File: src/rtl/pwm_pkg.sv
// Shared definitions for the PWM compare / dead-time leg: state and output-mode
// encodings plus the default widths of carrier, compare and dead-time count.
package pwm_pkg;

    localparam int PWM_WIDTH_DEF = 16;
    localparam int DT_WIDTH_DEF  = 8;

    typedef enum logic [1:0] {
        MODE_OFF  = 2'b00,
        MODE_HIGH = 2'b01,
        MODE_INV  = 2'b10,
        MODE_RSVD = 2'b11
    } out_mode_e;

    typedef enum logic [2:0] {
        S_OFF  = 3'd0,
        S_DT_H = 3'd1,
        S_H_ON = 3'd2,
        S_DT_L = 3'd3,
        S_L_ON = 3'd4
    } dt_state_e;

    // Only the two defined drive modes enable the gates; reserved behaves as off.
    function automatic logic mode_is_on(input logic [1:0] mode);
        return (mode == MODE_HIGH) || (mode == MODE_INV);
    endfunction

endpackage

File: src/rtl/pwm_deadtime.sv
// Gate-pair generator for one half-bridge leg: turns the registered reference
// into pwm_h/pwm_l. With PWM_DEADTIME_EN defined a break-before-make FSM is used.
module pwm_deadtime
    import pwm_pkg::*;
#(
    parameter int DTWIDTH = DT_WIDTH_DEF
) (
    input  logic               clk,
    input  logic               rst_n,
    input  logic               en,
    input  logic               ref_in,
    input  logic               force_off,
    input  logic [DTWIDTH-1:0] deadtime,
    output logic               pwm_h,
    output logic               pwm_l
);

`ifdef PWM_DEADTIME_EN

    dt_state_e          state;
    logic [DTWIDTH-1:0] cnt;
    logic [DTWIDTH-1:0] dt_load;

    // The count reaches zero after max(deadtime,1) cycles, so deadtime=0 still
    // leaves a single-cycle gap between the two switches.
    assign dt_load = (deadtime == '0) ? '0 : deadtime - DTWIDTH'(1);

    // NOTE: outputs are decoded from the next state inside the same flop block,
    // so the gates come straight from registers and reset clears them at once.
    always_ff @(posedge clk or negedge rst_n) begin
        if (!rst_n) begin
            state <= S_OFF;
            cnt   <= '0;
            pwm_h <= 1'b0;
            pwm_l <= 1'b0;
        end else if (en) begin
            pwm_h <= 1'b0;
            pwm_l <= 1'b0;
            if (force_off) begin
                state <= S_OFF;
                cnt   <= '0;
            end else begin
                case (state)
                    S_OFF: begin
                        state <= ref_in ? S_DT_H : S_DT_L;
                        cnt   <= dt_load;
                    end
                    S_DT_H: begin
                        // A reference reversal aborts the gap; the high side never fired.
                        if (!ref_in) begin
                            state <= S_L_ON;
                            pwm_l <= 1'b1;
                        end else if (cnt == '0) begin
                            state <= S_H_ON;
                            pwm_h <= 1'b1;
                        end else begin
                            cnt <= cnt - DTWIDTH'(1);
                        end
                    end
                    S_H_ON: begin
                        if (!ref_in) begin
                            state <= S_DT_L;
                            cnt   <= dt_load;
                        end else begin
                            pwm_h <= 1'b1;
                        end
                    end
                    S_DT_L: begin
                        if (ref_in) begin
                            state <= S_H_ON;
                            pwm_h <= 1'b1;
                        end else if (cnt == '0) begin
                            state <= S_L_ON;
                            pwm_l <= 1'b1;
                        end else begin
                            cnt <= cnt - DTWIDTH'(1);
                        end
                    end
                    S_L_ON: begin
                        if (ref_in) begin
                            state <= S_DT_H;
                            cnt   <= dt_load;
                        end else begin
                            pwm_l <= 1'b1;
                        end
                    end
                    default: begin
                        state <= S_OFF;
                        cnt   <= '0;
                    end
                endcase
            end
        end
    end

`else

    // Direct complementary drive from the reference; the deadtime input is unused here.
    logic unused_deadtime;
    assign unused_deadtime = ^deadtime;

    always_ff @(posedge clk or negedge rst_n) begin
        if (!rst_n) begin
            pwm_h <= 1'b0;
            pwm_l <= 1'b0;
        end else if (en) begin
            pwm_h <= !force_off && ref_in;
            pwm_l <= !force_off && !ref_in;
        end
    end

`endif

endmodule

File: src/rtl/pwm_compare_16bits.sv
// PWM compare leg: double-buffered compare, carrier comparator and gate-pair
// output. Define PWM_DEADTIME_EN to build the dead-time FSM into the outputs.
module pwm_compare_16bits
    import pwm_pkg::*;
#(
    parameter int PWMWIDTH = PWM_WIDTH_DEF,
    parameter int DTWIDTH  = DT_WIDTH_DEF
) (
    input  logic                clk,
    input  logic                rst_n,
    input  logic                ce,
    input  logic [PWMWIDTH-1:0] carrier,
    input  logic                sync,
    input  logic [PWMWIDTH-1:0] compare,
    input  logic [DTWIDTH-1:0]  deadtime,
    input  logic [1:0]          out_mode,
    output logic                pwm_h,
    output logic                pwm_l,
    output logic [PWMWIDTH-1:0] cmp_active
);

    logic ref_d;
    logic ref_q;
    logic force_off;

    assign force_off = !mode_is_on(out_mode);

    // NOTE: every always_comb output gets a default first so no latch is inferred.
    always_comb begin
        ref_d = 1'b0;
        case (out_mode)
            MODE_HIGH: ref_d = (carrier <  cmp_active);
            MODE_INV:  ref_d = (carrier >= cmp_active);
            default:   ref_d = 1'b0;
        endcase
    end

    // Shadow load only on sync keeps a duty update from tearing a running period.
    always_ff @(posedge clk or negedge rst_n) begin
        if (!rst_n) begin
            cmp_active <= '0;
            ref_q      <= 1'b0;
        end else if (ce) begin
            if (sync) begin
                cmp_active <= compare;
            end
            ref_q <= ref_d;
        end
    end

    pwm_deadtime #(
        .DTWIDTH (DTWIDTH)
    ) u_deadtime (
        .clk       (clk),
        .rst_n     (rst_n),
        .en        (ce),
        .ref_in    (ref_q),
        .force_off (force_off),
        .deadtime  (deadtime),
        .pwm_h     (pwm_h),
        .pwm_l     (pwm_l)
    );

endmodule
File: config.mk
export PLATFORM = sky130hd
export DESIGN_NAME = pwm_compare_16bits
export DESIGN_NICKNAME = d
export VERILOG_FILES = /design/src/rtl/pwm_pkg.sv /design/src/rtl/pwm_deadtime.sv /design/src/rtl/pwm_compare_16bits.sv
export SDC_FILE = /design/constraint.sdc
export NUM_CORES = 1
export LEC_CHECK = 0
export CAP_MARGIN = 25
export CELL_PAD_IN_SITES_DETAIL_PLACEMENT = 0
export CELL_PAD_IN_SITES_GLOBAL_PLACEMENT = 1
export CORE_UTILIZATION = 30
export CTS_CLUSTER_SIZE = 16
export DETAILED_ROUTE_END_ITERATION = 12
export GPL_TIMING_DRIVEN = 0
export PLACE_DENSITY = 0.83
export SLEW_MARGIN = 20
export SYNTH_ARGS = -nofsm -noshare
export SYNTH_HDL_FRONTEND = slang
export SYNTH_SLANG_ARGS = --single-unit
File: constraint.sdc
create_clock -name clk -period 5.2 [get_ports clk]
set_input_delay 0.78 -clock clk [delete_from_list [all_inputs] [get_ports clk]]
set_output_delay 0.78 -clock clk [all_outputs]
set_load 0.01 [all_outputs]
After elaboration in Yosys (flattened, before gate mapping)
Index checks and enable logic that the tools add are counted.
{"block": "word_totals", "reg_bits": 19, "latch_bits": 0, "ramBits": 0, "mem_bits_ro": 0, "output_inout_bits": 18, "elab_cells": 14, "mem_count": 0}
{"block": "classes", "n_addsub": 0, "mul": 0, "n_div": 0, "order_cmp": 2, "eq_ne": 2, "shift": 0, "mux": 1, "bitwise": 0, "reduce_logical": 5}
{"cell": "$ge A16 B16 Y1", "n": 1}
{"cell": "$lt A16 B16 Y1", "n": 1}
{"cell": "$eq A2 B1 Y1 const B", "n": 1}
{"cell": "$eq A2 B2 Y1 const B", "n": 1}
{"cell": "$logic_and A1 B1 Y1", "n": 2}
{"cell": "$pmux W1 S2", "n": 1}
{"cell": "$reduce_and A2 Y1", "n": 1}
{"cell": "$logic_not A1 Y1", "n": 1}
{"cell": "$logic_or A1 B1 Y1", "n": 1}

Longest topological paths before layout
Gate-level depths: netlist (run 1).
{"block": "depth", "depth_word": 3, "depth_mapped": 7}

By module
A second synthesis (run 1) with hierarchy kept.
{"block": "unflattened", "hier_cells": 106, "hier_area_um2": 1162.4}
{"module": "pwm_compare_16bits", "n_inst": 1, "cells_each": 99, "area_per_inst_um2": 1077.3, "seq_area_each_um2": 425.4}
{"module": "pwm_deadtime", "n_inst": 1, "cells_each": 7, "area_per_inst_um2": 85.1, "seq_area_each_um2": 50.0}

Worst setup path before layout (run 1)
Ideal clock, no wire load.
{"block": "synth_path", "kind": "input port to flip-flop", "startpoint": "in carrier[14]", "endpoint": "reg ref_q", "setup_ns": 0.082, "arrival_time_ns": 2.261, "required_ns": 5.118, "path_slack_ns": 2.857, "stages": 6, "path_buffers": 0, "cell_sequence": "ha_1 > a21oi_2 > nand2_1 > a221o_1 > or4_1 > a31oi_1"}
{"block": "synth_via", "elab_chain_len": 2, "word_cells_on_any_way": 3}
{"element": "start, declared", "line_no": "pwm_compare_16bits.sv:12", "source": "input logic [PWMWIDTH-1:0] carrier,"}
{"element": "$ge A16 B16 Y1 or $lt A16 B16 Y1 (tied branches)", "line_no": "pwm_compare_16bits.sv:33, pwm_compare_16bits.sv:32"}
{"element": "$pmux W1 S2 *", "line_no": "pwm_compare_16bits.sv:31", "source": "case (out_mode)"}
{"element": "end signal, assigned", "line_no": "pwm_compare_16bits.sv:47", "source": "ref_q <= ref_d;"}
{"element": "end, declared", "line_no": "pwm_compare_16bits.sv:23", "source": "logic ref_q;"}
Every way passes the cells marked *; elsewhere a longest branch is shown, timed or not.
A chain may end at the register's enable or synchronous reset.

Final worst setup path (run 1)
{"block": "layout_path", "startpoint": "in carrier[7]", "endpoint": "reg ref_q"}
The elaborated chain is that of the path after synthesis.

==> reports/metrics.csv, run 1 <==
stage,metric,value,unit
status,status,"finished, final reports clean",
logic_synthesis,yosys_register_bits,19,
cts,cts_setup_buffers,0,
cts,cts.reportedPaths.clkPinSlew,0.07,ns
logic_synthesis,syn_inst,105,
cts,clock_path_buffers,2,
sta,finalMaxSlewViolations,0,
cts,clk_latency,0.25,ns
logic_synthesis,synthesis.area,1150,um^2
sta,worst_slew_pin_slew,0.871,ns
floorplan,fp.dieW,63.8,um
detailed_routing,ant_nets,0,
floorplan,start_util,31.3,%
placement,numPortBuffers,55,
hold_path,holdCritPathClass,flip-flop to flip-flop,
sta,period_minus_slack,2.59,ns
detailed_routing,wl,2720,um
pwr,vdd_drop_max,132,uV
sta,fin_crit_sh,49.8,%
finish,fin_nets,229,
global_routing,grt_pass1_wl,4600,um
logic_synthesis,ys_seq_area_share,41.4,%
run,drv_cap,0,
sta,tns,0,ns
placement,gp_congestion,0.703,
worst_setup_path,cp_max_fo,3,
pwr,power_frac_comb,36.5,%
global_routing,antenna_found_initial,0,
worst_setup_path,worst-endpoint-arrival,2.77,ns
logic_synthesis,synth_cell_type_count,22,
pwr,p_per_area,250,nW/um^2
finish,drive_gt1_share,12.2,%
worst_setup_path,start_kind,input pin,
global_routing,grt_max_degree,20,
finish,final_common_cell,clkdlybuf4s50_1,
pwr,power.switching,0.128,mW
hold_path,min_path_cells,1,
floorplan,rows,22,
global_routing,grt_pass1_vias,1022,
worst_setup_path,required,5.38,ns
finish,diodes,0,
floorplan,io_pins,64,
finish,area_growth,57.1,%
cts,htreeDepth,1,
cts,cts_resized,0,
detailed_routing,first_pass_iters,4,
finish,finish.utilization,49.2,%
logic_synthesis,syn-num-nets,169,
sta,finalSetupViolCount,0,
floorplan,design.die.area,4080,um^2
detailed_routing,wl_per_cell,12.8,um
global_routing,grt_use_total,14.7,%
cts,cts_sinks,19,
cts,cts_tree,yes,
pwr,power,0.451,mW
logic_synthesis,postSynthAreaPerCell,10.9,um^2
detailed_routing,drc_errors,0,
pwr,clkPwrFrac,22.4,%
sta,clock.fmax,386,MHz
global_routing,grt_remaining_overflow,0,
sta,rsz0062_at_grt,false,
placement,dp_hpwl,2230,um
worst_setup_path,reg2regPathDepth,7,
sta,clock_skew,0.00174,ns
cts,root_buffer,clkbuf_8,
worst_setup_path,cp-end-kind,flip-flop,
floorplan,core_area,3660,um^2
pwr,leakagePower,0.827,nW
detailed_routing,vias_per_cell,4.65,
sta,hold_viol_final,0,
pwr,p_int,0.324,mW
finish,layout_common_cells,"clkdlybuf4s50_1 (55), inv_1 (21), dfrtp_1 (19)",
cts,ctsHoldBuffers,0,
pwr,swShare,28.3,%
floorplan,die_h,63.8,um
detailed_routing,drtIter0Drc,8,
pwr,sequentialPowerShare,41.1,%
detailed_routing,dr_total_vias,985,
sta,relSlewSlack,41.8,%
cts,numCtsBuffers,3,
worst_setup_path,worst-setup-path-type,input pin to flip-flop,
logic_synthesis,yosysWarnings,0,
## critical path, stage by stage
cell and delay [ns]:
clkdlybuf4s50_1 0.41, ha_1 0.32, a21oi_1 0.12, o21ai_0 0.11, a221o_1 0.34, or4_1 0.51, a31oi_1 0.17
## state kept, by name (all words and copies together), names as in the netlist
name,cells
u_deadtime.pwm_h,1
u_deadtime.pwm_l,1
ref_q,1
cmp_active,16
## cell families after synthesis
group | count (synthesis) | synth area share (%)
adder cells (fa/ha/maj) | 18 | 19.6
AND/OR/NAND/NOR | 14 | 6.43
flip-flops | 19 | 41.4
AO/OA/AOI/OAI | 16 | 9.60
buffers and inverters | 22 | 7.20
multiplexers | 16 | 15.7
## synth_stat cells, drive strengths merged
| library cell | n | area, um^2 |
|---|---|---|
| a31oi | 1 | 6.26 |
| o211ai | 1 | 7.51 |
| o21ai | 1 | 5.00 |
| a2111oi | 1 | 8.76 |
| o41ai | 1 | 8.76 |
| inv | 21 | 78.8 |
| nor4 | 1 | 6.26 |
| a22o | 2 | 17.5 |
| nor2 | 2 | 7.51 |
| nand4 | 4 | 25.0 |
| a221o | 1 | 10.0 |
| dfrtp | 19 | 475 |
| nand3 | 2 | 10.0 |
| a21o | 1 | 7.51 |
| clkbuf | 1 | 3.75 |
| nor2b | 1 | 6.26 |
| or4 | 1 | 7.51 |
| a21oi | 7 | 38.8 |
| mux2 | 16 | 180 |
| nand2 | 3 | 11.3 |
| ha | 18 | 225 |
## final timing paths
path | start | slack [ns] | endpoint
worst max register to register | cmp_active[7] | 3.14 | ref_q
worst min-delay path | u_deadtime.pwm_h | 0.53 | u_deadtime.pwm_h
max in group asynchronous | rst_n | 3.65 | cmp_active[12]
worst min register to register | u_deadtime.pwm_h | 0.53 | u_deadtime.pwm_h
worst max-delay path | carrier[7] | 2.61 | ref_q
min in group asynchronous | rst_n | 1.02 | cmp_active[5]
## power groups by stage
stage / sequential (mW) / clock (mW) / combinational [mW]
2_1_floorplan: 0.195 / 0 / 0.0684
3_3_place_gp: 0.187 / 0 / 0.162
3_5_place_dp: 0.189 / 0 / 0.166
4_1_cts: 0.186 / 0.106 / 0.167
5_1_grt: 0.188 / 0.116 / 0.183
6_report: 0.186 / 0.101 / 0.165
## layer usage
metal / wire length (um) / GRT usage [%] / vias to the layer above
met1: 1110 / 17.3 / 463
met5: 0 / 0 / -
met4: 27 / 5.11 / 0
met3: 221 / 4.64 / 4
li1: - / - / 484
met2: 1360 / 25.0 / 34
## final cells by class
| class | count | area [um^2] |
|---|---|---|
| Buffer | 1 | 3.75 |
| Timing Repair Buffer | 55 | 551 |
| Sequential cell | 19 | 475 |
| Inverter | 21 | 78.8 |
| Fill cell | 354 | 1860 |
| Tap cell | 48 | 60.1 |
| Clock buffer | 4 | 45.0 |
| Multi-Input combinational cell | 64 | 589 |
## per-stage QoR
stage | hold slack [ns] | worst slack [ns] | instance area [um^2] | std cells
after floorplan | 0.484 | 2.86 | 1150 | 105
after detailed placement | 0.514 | 2.33 | 1760 | 208
after global placement | 0.505 | 2.35 | 1760 | 208
after CTS | 0.533 | 2.60 | 1800 | 212
after global routing | 0.551 | 2.55 | 1800 | 212
final | 0.526 | 2.61 | 1800 | 212
No activity file was read; power rests on OpenSTA's default activity.
==> run 2, diff against run 1 <==
- CORE_UTILIZATION: 30 -> 28
- PLACE_DENSITY: 0.83 -> 0.78
- clock period: 5.2 -> 2.6 ns (I/O delays scaled with it)
==> run 2 against run 1 <==
Compared with the run above:
- sequential share of layout area about the same
- final area about the same
- hold slack got worse by 0.0095 ns
- die area increased by 6.9%
- combinational power increased by 100%
- largest cell class unchanged
- sequential power increased by 98%
- wire length decreased by 2.8%
- clock power increased by 110%
- worst setup slack got worse by 2.2 ns
- critical path depth unchanged
- first-iteration DRC count increased by 50%
- non-clock buffer count unchanged
==> reports/metrics.csv, run 2 (synthesized netlist as in run 1, its figures left out) <==
stage,metric,value,unit,change
status,status,"finished, final reports clean",,unchanged
pwr,power,0.910,mW,was 0.451 mW
placement,place_inst,208,,unchanged
finish,multiInputGateArea,589,um^2,unchanged
worst_setup_path,worst-endpoint-arrival,2.41,ns,was 2.77 ns
cts,clock_path_buffers,2,,unchanged
detailed_routing,ant_nets,0,,unchanged
cts,ctsHoldBuffers,0,,unchanged
detailed_routing,dr_total_vias,965,,was 985
floorplan,design.die.area,4360,um^2,was 4080 um^2
global_routing,grt_remaining_overflow,0,,unchanged
worst_setup_path,start_kind,input pin,,unchanged
worst_setup_path,path_cells,clkdlybuf4s50_1 > ha_1 > a21oi_1 > o21ai_0 > a221o_1 > or4_1 > a31oi_1,,unchanged
worst_setup_path,required,2.79,ns,was 5.38 ns
sta,relSlewSlack,41.8,%,about the same
worst_setup_path,rrSetupSlack,0.53,ns,was 3.14 ns
placement,dp_hpwl,2110,um,was 2230 um
hold_path,holdCritPathClass,flip-flop to flip-flop,,unchanged
finish,fillCellCount,373,,was 354
finish,layout_common_cells,"clkdlybuf4s50_1 (55), inv_1 (21), dfrtp_1 (19)",,unchanged
cts,numCtsBuffers,3,,unchanged
worst_setup_path,cp_max_fo,3,,unchanged
finish,diodes,0,,unchanged
detailed_routing,first_pass_iters,4,,unchanged
finish,top_register,cmp_active,,unchanged
cts,cts_tree,yes,,unchanged
sta,finalSetupViolCount,0,,unchanged
floorplan,rows,22,,unchanged
finish,final_common_cell,clkdlybuf4s50_1,,unchanged
finish,area_growth,57.3,%,was 57.1%
sta,period_minus_slack,2.22,ns,
cts,cts_setup_buffers,0,,unchanged
sta,tns,0,ns,unchanged
floorplan,core_area,3800,um^2,was 3660 um^2
worst_setup_path,crit_slowest_cell,or4_1,,unchanged
detailed_routing,met3_length,209,um,was 221 um
placement,numPortBuffers,55,,unchanged
global_routing,grt_use_total,12.9,%,was 14.7%
floorplan,io_pins,64,,unchanged
sta,rsz0062_at_grt,false,,unchanged
finish,largest_reg_flops,16,,unchanged
detailed_routing,met2_length,1210,um,was 1360 um
pwr,leakagePower,0.830,nW,was 0.827 nW
sta,hold_viol_final,0,,unchanged
sta,worst_slew_pin_slew,0.871,ns,about the same
floorplan,start_util,30.2,%,was 31.3%
finish,finalNonFillerCells,212,,unchanged
global_routing,grt_pass1_vias,955,,was 1022
run,drv_cap,0,,unchanged
detailed_routing,top_layer_used,met4,,unchanged
finish,drive_gt1_share,12.8,%,was 12.2%
sta,clock_skew,0.00863,ns,was 0.00174 ns
cts,cts_sinks,19,,unchanged
worst_setup_path,slowest_delay,0.50,ns,was 0.51 ns
detailed_routing,drtIter0Drc,12,,was 8
finish,fin_nets,229,,unchanged
detailed_routing,met1_length,1190,um,was 1110 um
cts,cts.reportedPaths.clkPinSlew,0.08,ns,was 0.07 ns
floorplan,fp.dieW,66.0,um,was 63.8 um
global_routing,grt_pass1_wl,4190,um,was 4600 um
worst_setup_path,cp-end-kind,flip-flop,,unchanged
sta,clock.fmax,450,MHz,
detailed_routing,vias_per_cell,4.55,,was 4.65
cts,root_buffer,clkbuf_8,,unchanged
pwr,vdd_drop_max,238,uV,was 132 uV
detailed_routing,drc_errors,0,,unchanged
global_routing,grt_max_degree,20,,unchanged
cts,htreeDepth,1,,unchanged
finish,final-seq-area,475,um^2,unchanged
cts,cts_resized,0,,unchanged
pwr,p_per_area,504,nW/um^2,was 250 nW/um^2
cts,clk_latency,0.26,ns,was 0.25 ns
detailed_routing,wl,2650,um,was 2720 um
detailed_routing,wl_per_cell,12.5,um,was 12.8 um
sta,finalMaxSlewViolations,0,,unchanged
global_routing,antenna_found_initial,0,,unchanged
placement,gp_congestion,0.719,,was 0.703
worst_setup_path,worst-setup-path-type,input pin to flip-flop,,unchanged
sta,fin_crit_sh,85.5,%,
floorplan,die_h,66.0,um,was 63.8 um
-- run 2: power by group --
| part | switching, mW | internal (mW) | leakage (nW) | total [mW] |
|---|---|---|---|---|
| sequential | 0.0309 | 0.338 | 0.227 | 0.369 |
| clock | 0.103 | 0.107 | 0.0255 | 0.210 |
| combinational | 0.130 | 0.201 | 0.577 | 0.331 |
-- run 2: layout make-up --
| cell class | instances | share of cell area (%) |
|---|---|---|
| multi-input combinational | 64 | 32.7 |
| clock inverter | 1 | 0.277 |
| buffer | 1 | 0.208 |
| sequential | 19 | 26.4 |
| timing repair buffer | 55 | 30.5 |
| clock buffer | 3 | 2.29 |
| inverter | 21 | 4.37 |
| tap | 48 | 3.33 |
-- run 2: worst max-delay path: cells and delay by family --
kind | cells | cell delay, ns
simple gates | 1 | 0.50
buf+inv | 1 | 0.42
compound gates | 4 | 0.75
fa+ha+maj | 1 | 0.34
-- run 2: path summary, 6_finish.rpt --
kind                            cells after the start             start               end
min in group asynchronous                           1             rst_n     cmp_active[7]
max in group asynchronous                           1             rst_n    cmp_active[13]
worst max register to register                      7     cmp_active[7]             ref_q
worst min-delay path                                1  u_deadtime.pwm_h  u_deadtime.pwm_h
worst max-delay path                                7        carrier[7]             ref_q
worst min register to register                      1  u_deadtime.pwm_h  u_deadtime.pwm_h
-- run 2: through the flow --
stage / util (%) / setup slack (ns) / area (um^2) / hold slack (ns)
2_1_floorplan: - / 0.612 / 1150 / 0.0944
3_5_place_dp: 46.3 / 0.118 / 1760 / 0.509
6_report: 47.5 / 0.376 / 1800 / 0.517
3_3_place_gp: 46.3 / 0.145 / 1760 / 0.497
4_1_cts: 47.5 / 0.386 / 1800 / 0.528
5_1_grt: 47.5 / 0.272 / 1800 / 0.540
-- run 2: metal layers --
metal  vias to the layer above  track usage, %
met2                        39            20.9
met3                         5            3.97
li1                        487               -
met1                       434            15.7
met4                         0            5.59
met5                         -               0
